`config.mk`:
```
export PLATFORM = sky130hd
export DESIGN_NAME = spike_sched_ctrl
export DESIGN_NICKNAME = d
export VERILOG_FILES = /design/src/rtl/tnn_pkg.sv /design/src/rtl/spike_sched_ctrl_spike_generation.sv /design/src/rtl/spike_sched_ctrl.sv
export SDC_FILE = /design/constraint.sdc
export NUM_CORES = 1
export LEC_CHECK = 0
export BUFFER_PORTS_ARGS = -buffer_cell sky130_fd_sc_hd__buf_2
export CAP_MARGIN = 5
export CORE_AREA = 2 2 107 109
export DETAILED_ROUTE_END_ITERATION = 16
export DIE_AREA = 0 0 109 111
export GPL_TIMING_DRIVEN = 0
export HOLD_SLACK_MARGIN = 0.1
export SYNTH_ARGS = -nofsm -noshare
export SYNTH_HDL_FRONTEND = slang
export SYNTH_SLANG_ARGS = --single-unit
```
`constraint.sdc`:
```
create_clock -name clock -period 5.55 [get_ports clock]
set_input_delay 1.11 -clock clock [delete_from_list [all_inputs] [get_ports clock]]
set_output_delay 1.11 -clock clock [all_outputs]
set_load 0.005 [all_outputs]
```
`src/rtl/tnn_pkg.sv`:
```
// Shared types and helpers for the input-spike scheduling logic.
package tnn_pkg;

  localparam int NUM_CH_DEF      = 8;
  localparam int TIME_PERIOD_DEF = 8;

  // Width of gamma time and spike_time: one bit more than needed to count
  // 0..TIME_PERIOD-1, so a spike_time of TIME_PERIOD or more is representable.
  function automatic int sched_tw(input int time_period);
    return $clog2(time_period) + 1;
  endfunction

  localparam int TW_DEF = sched_tw(TIME_PERIOD_DEF);

  typedef enum logic [1:0] {
    IDLE = 2'd0,
    RUN  = 2'd1,
    DONE = 2'd2
  } sched_state_t;

  // One programmed channel: whether it fires this window, and when it stops.
  typedef struct packed {
    logic              en;
    logic [TW_DEF-1:0] spike_time;
  } ch_entry_t;

endpackage

```
`src/rtl/spike_sched_ctrl_spike_generation.sv`:
```
// Per-channel spike comparator: fires while the gamma time is below spike_time.
module spike_generation #(
  parameter int TW = tnn_pkg::TW_DEF
) (
  input  logic          should_spike,
  input  logic [TW-1:0] time_val,
  input  logic [TW-1:0] spike_time,
  output logic          spike
);

  // Unsigned compare: spike_time 0 never fires, large values fire all window.
  always_comb begin
    spike = should_spike && (spike_time > time_val);
  end

endmodule

```
`src/rtl/spike_sched_ctrl.sv`:
```
// Gamma-cycle sequencer: holds the per-channel {en, spike_time} bank, sweeps
// the shared time base for one window on start, and drives one spike train
// per channel toward the first TNN column.
//
// Load handshake: a write transfers on a rising clock edge where load_valid
// and load_ready are both high. load_ready depends only on registered state
// (high in IDLE), never on load_valid. The loader holds load_ch/load_en/
// load_time stable while load_valid is high; the write is visible the next
// cycle. Out-of-range channel indices are accepted and discarded.
module spike_sched_ctrl
  import tnn_pkg::*;
#(
  parameter  int NUM_CH      = NUM_CH_DEF,
  parameter  int TIME_PERIOD = TIME_PERIOD_DEF,
  localparam int TW          = sched_tw(TIME_PERIOD),
  localparam int CW          = $clog2(NUM_CH)
) (
  input  logic              clock,
  input  logic              reset_n,
  input  logic              load_valid,
  output logic              load_ready,
  input  logic [CW-1:0]     load_ch,
  input  logic              load_en,
  input  logic [TW-1:0]     load_time,
  input  logic              start,
  input  logic              clear,
  output logic              busy,
  output logic              time_valid,
  output logic [TW-1:0]     time_val,
  output logic [NUM_CH-1:0] spike_vec,
  output logic              gamma_done,
  output sched_state_t      dbg_state
);

  localparam logic [TW-1:0] LAST_TIME = TW'(TIME_PERIOD - 1);

  sched_state_t    r_state;
  sched_state_t    w_state_next;
  logic [TW-1:0]   r_time_val;
  logic [TW-1:0]   w_time_next;
  ch_entry_t       r_bank [NUM_CH];
  logic            w_load_fire;
  logic            w_ch_ok;
  logic [NUM_CH-1:0] w_spike;

  assign w_load_fire = load_valid && load_ready;
  assign w_ch_ok     = (int'(load_ch) < NUM_CH);

  // Next state and next gamma time; clear overrides everything.
  always_comb begin
    w_state_next = r_state;
    w_time_next  = '0;
    case (r_state)
      IDLE: begin
        if (start) w_state_next = RUN;
      end
      RUN: begin
        if (r_time_val == LAST_TIME) w_state_next = DONE;
        else                         w_time_next  = r_time_val + TW'(1);
      end
      DONE: begin
        w_state_next = IDLE;
      end
      default: begin
        w_state_next = IDLE;
      end
    endcase
    if (clear) begin
      w_state_next = IDLE;
      w_time_next  = '0;
    end
  end

  // State and time base registers.
  always_ff @(posedge clock or negedge reset_n) begin
    if (!reset_n) begin
      r_state    <= IDLE;
      r_time_val <= '0;
    end else begin
      r_state    <= w_state_next;
      r_time_val <= w_time_next;
    end
  end

  // Channel bank: clear drops every enable but keeps spike_time; loads only
  // land in IDLE, so the bank is frozen for the whole window.
  always_ff @(posedge clock or negedge reset_n) begin
    if (!reset_n) begin
      for (int i = 0; i < NUM_CH; i++) begin
        r_bank[i] <= '0;
      end
    end else if (clear) begin
      for (int i = 0; i < NUM_CH; i++) begin
        r_bank[i].en <= 1'b0;
      end
    end else if (w_load_fire && w_ch_ok) begin
      r_bank[load_ch].en         <= load_en;
      r_bank[load_ch].spike_time <= load_time;
    end
  end

  assign load_ready = (r_state == IDLE);
  assign busy       = (r_state == RUN) || (r_state == DONE);
  assign time_valid = (r_state == RUN);
  assign gamma_done = (r_state == DONE);
  assign time_val   = r_time_val;
  assign dbg_state  = r_state;
  assign spike_vec  = w_spike;

  for (genvar g = 0; g < NUM_CH; g++) begin : g_spike
    spike_generation #(.TW(TW)) u_spike_gen (
      .should_spike (r_bank[g].en && time_valid),
      .time_val     (r_time_val),
      .spike_time   (r_bank[g].spike_time),
      .spike        (w_spike[g])
    );
  end

endmodule

```
==> summary.txt <==
Outcome
  • Outcome: completed

STA
  • Worst setup margin: 2.27 ns
  • Slew Viols, Final: 0
  • Final setup vio count: 0
  • RSZ-0062 raised after global routing: false
  • Final worst-path cycle share: between 50 and 60%
  • Setup Skew: ~0.0054 ns
  • Fin crit period: 3.28 ns
  • Endpoints failing hold: 0
  • Post-Route Setup TNS: 0 ns
  • Achievable clock frequency: just over 300 MHz
  • Slew @ Worst Pin: between 1 and 1.5 ns
  • Max_slew headroom: 31.5%

Die
  • DIE WIDTH: ~110 um
  • Placeable Area: between 10000 and 15000 um2
  • # rows: 39
  • Die Span Y: approximately 110 um
  • Top Ports: 31
  • Initial Utilization: about a quarter
  • DIE AREA: about 12000 um2

Global routing
  • Largest net degree at the start of global routing: between 40 and 50
  • Vias in the first global route: between 2k and 2.5k
  • First-pass GRT wire length: about 11 mm
  • Gr ovfl total: 0
  • Initial antenna violation count: 0
  • All-Layer GR Usage: a little under an eighth

Placement
  • DP Area: between 3000 and 4000 um2
  • Final HPWL DP: around 4.6 mm
  • Port Buffers: 30
  • GPL Wtd Cong: 0.766
  • Pre-CTS WS: around 2.6 ns

Drt
  • Routed WL per cell: 14.7 um
  • DRC: 0
  • WL final: 6.32 mm
  • Final ANT Viol Nets: 0
  • Met3 WL: 163 um
  • Drt first pass iters: 4
  • M1 WL: ~2.6 mm
  • Vias per inst: between 4 and 5
  • Drt first-iter violations: between 80 and 90
  • DR top layer: met4
  • Vias: between 2k and 2.5k
  • WL met2: 3.44 mm

Clock network
  • CTS Buffer Depth: 2
  • Clk sinks: 46
  • Skew-Pair Late Insertion Delay: 0.29 ns
  • CTS root buffer: clkbuf_16
  • CTS H-tree lvls: 2
  • Post_cts resized: 0
  • TritonCTS clock tree: yes
  • # hold bufs at CTS: 0
  • Post-CTS Setup Repair Bufs: 0
  • Register clock-pin slew on the reported worst setup and hold paths: approximately 0.060 ns
  • TritonCTS buffer count: 5

Power and ir drop
  • Leak Pwr: between 1.5 and 2 nW
  • Max VDD drop: 0.126 mV
  • Pwr Density: approximately 330 nW/um2

Synth
  • Yosys cell types: 36
  • Post-synth ARST share: 100%
  • Top post-synthesis cells by count: dfrtp_1, ha_1, mux2_2
  • Yosys reg bits: 46
  • Mapped Cells: about 250
  • Cell accounting for the most synthesized area: dfrtp_1
  • Yosys top cell area share: between 40% and 50%
  • Post-Syn Nets: 297
  • Dominant synthesized flop cell: dfrtp_1
  • Count leader, synth: dfrtp_1
  • Leading post-synthesis cells by cell area: dfrtp_1, ha_1, mux2_2
  • Ys Warns: 0
  • Sequential area share after synthesis: 41.4%
  • Mean instance size in the synthesized netlist: 11.2 um2
  • Mapped Area: 2780 um2
  • Number of flops mapped to enable cells by yosys: 0

Final layout
  • Fillers: 1130
  • Share of layout cells above drive strength 1: around 29%
  • Area added between synthesis and finish: 17.1%
  • ANT cells: 0
  • Nets: around 330
  • Fin area: approximately 3300 um2

Job
  • # Max-Cap Violations: 0

Setup path
  • CP Capture Type: primary output
  • Crit Path Class: register to primary output
  • Crit-path max FO: 8
  • Critical Path AT: ~2.2 ns
  • WP data required: 4.44 ns
  • Crit start category: register

Hold path
  • Hold Crit Class: register to register
-- metal layers --
| metal | vias to the layer above | track usage [%] |
|---|---|---|
| met3 | 13 | 2.06 |
| met4 | 0 | 4.44 |
| met1 | 1012 | 12.8 |
| met2 | 32 | 21.1 |
| li1 | 963 | - |
| met5 | - | 0 |
-- sequential cells by signal (all words and copies together), names as in the netlist --
name / count
dbg_state: 2
r_bank: 40
time_val: 4
-- cell usage in the layout (no fill, tap or decap), drive strengths merged, types with 2 or more instances in the layout --
cell type / n
a21oi: 16
and3: 2
and3b: 2
buf: 40
clkbuf: 7
clkinv: 2
dfrtp: 46
ha: 36
inv: 17
mux2: 32
mux2i: 9
nand2: 16
nand2b: 2
nand3: 13
nand3b: 2
nand4: 8
nor2: 5
nor2b: 7
nor4bb: 2
o2111a: 2
o211ai: 6
o22ai: 2
-- final timing paths --
path                              start            to  depth (start not counted)  slack, ns
setup / recovery            time_val[2]  spike_vec[6]                          7       2.27
hold / removal               r_bank[30]    r_bank[30]                          1       0.50
setup reg to reg           dbg_state[0]    r_bank[23]                          4       3.49
hold reg to reg              r_bank[30]    r_bank[30]                          1       0.50
max in group asynchronous       reset_n   time_val[1]                          1       3.91
min in group asynchronous       reset_n    r_bank[33]                          1       1.00
-- stage by stage --
stage                     total power [W]  utilization (%)  hold slack [ns]  instances
after global routing              0.00115             29.4            0.513        429
after detailed placement         0.000779             28.1            0.494        421
after CTS                         0.00108             29.4            0.508        429
final                             0.00107             29.4            0.503        429
after global placement           0.000757             28.1            0.491        421
after floorplan                  0.000688                -            0.479        248
-- logic make-up (layout without fill, tap and decap cells) --
logic type / Yosys count / after routing / synth area share (%)
AND/OR/NAND/NOR: 66 / 66 / 13.7
flip-flops: 46 / 46 / 41.4
multiplexers: 41 / 41 / 16.7
adder cells (fa/ha/maj): 36 / 36 / 16.2
AO/OA/AOI/OAI: 29 / 29 / 6.52
buffers and inverters: 29 / 67 / 5.17
XOR/XNOR: 1 / 1 / 0.315
-- worst max-delay path: stages (launching register included) --
cell      delay [ns]
dfrtp_1         0.42
inv_1           0.36
ha_1            0.34
a21oi_1         0.18
o22ai_1         0.10
o2111a_1        0.23
buf_4           0.13
buf_2           0.12
-- layout make-up --
| class | count | area [um2] | area share [%] |
|---|---|---|---|
| Sequential cell | 46 | 1150 | 35.3 |
| Clock buffer | 5 | 125 | 3.84 |
| Multi-Input combinational cell | 173 | 1490 | 45.6 |
| Tap cell | 143 | 179 | 5.49 |
| Inverter | 17 | 63.8 | 1.96 |
| Clock inverter | 3 | 21.3 | 0.653 |
| Buffer | 12 | 80.1 | 2.46 |
| Timing Repair Buffer | 30 | 150 | 4.61 |
-- power by group --
| part | switching [W] | internal (W) | total, W |
|---|---|---|---|
| logic | 0.000152 | 0.000165 | 0.000317 |
| registers | 0.0000454 | 0.000409 | 0.000455 |
| clock network | 0.000129 | 0.000167 | 0.000295 |
No activity file was read; power rests on OpenSTA's default activity.
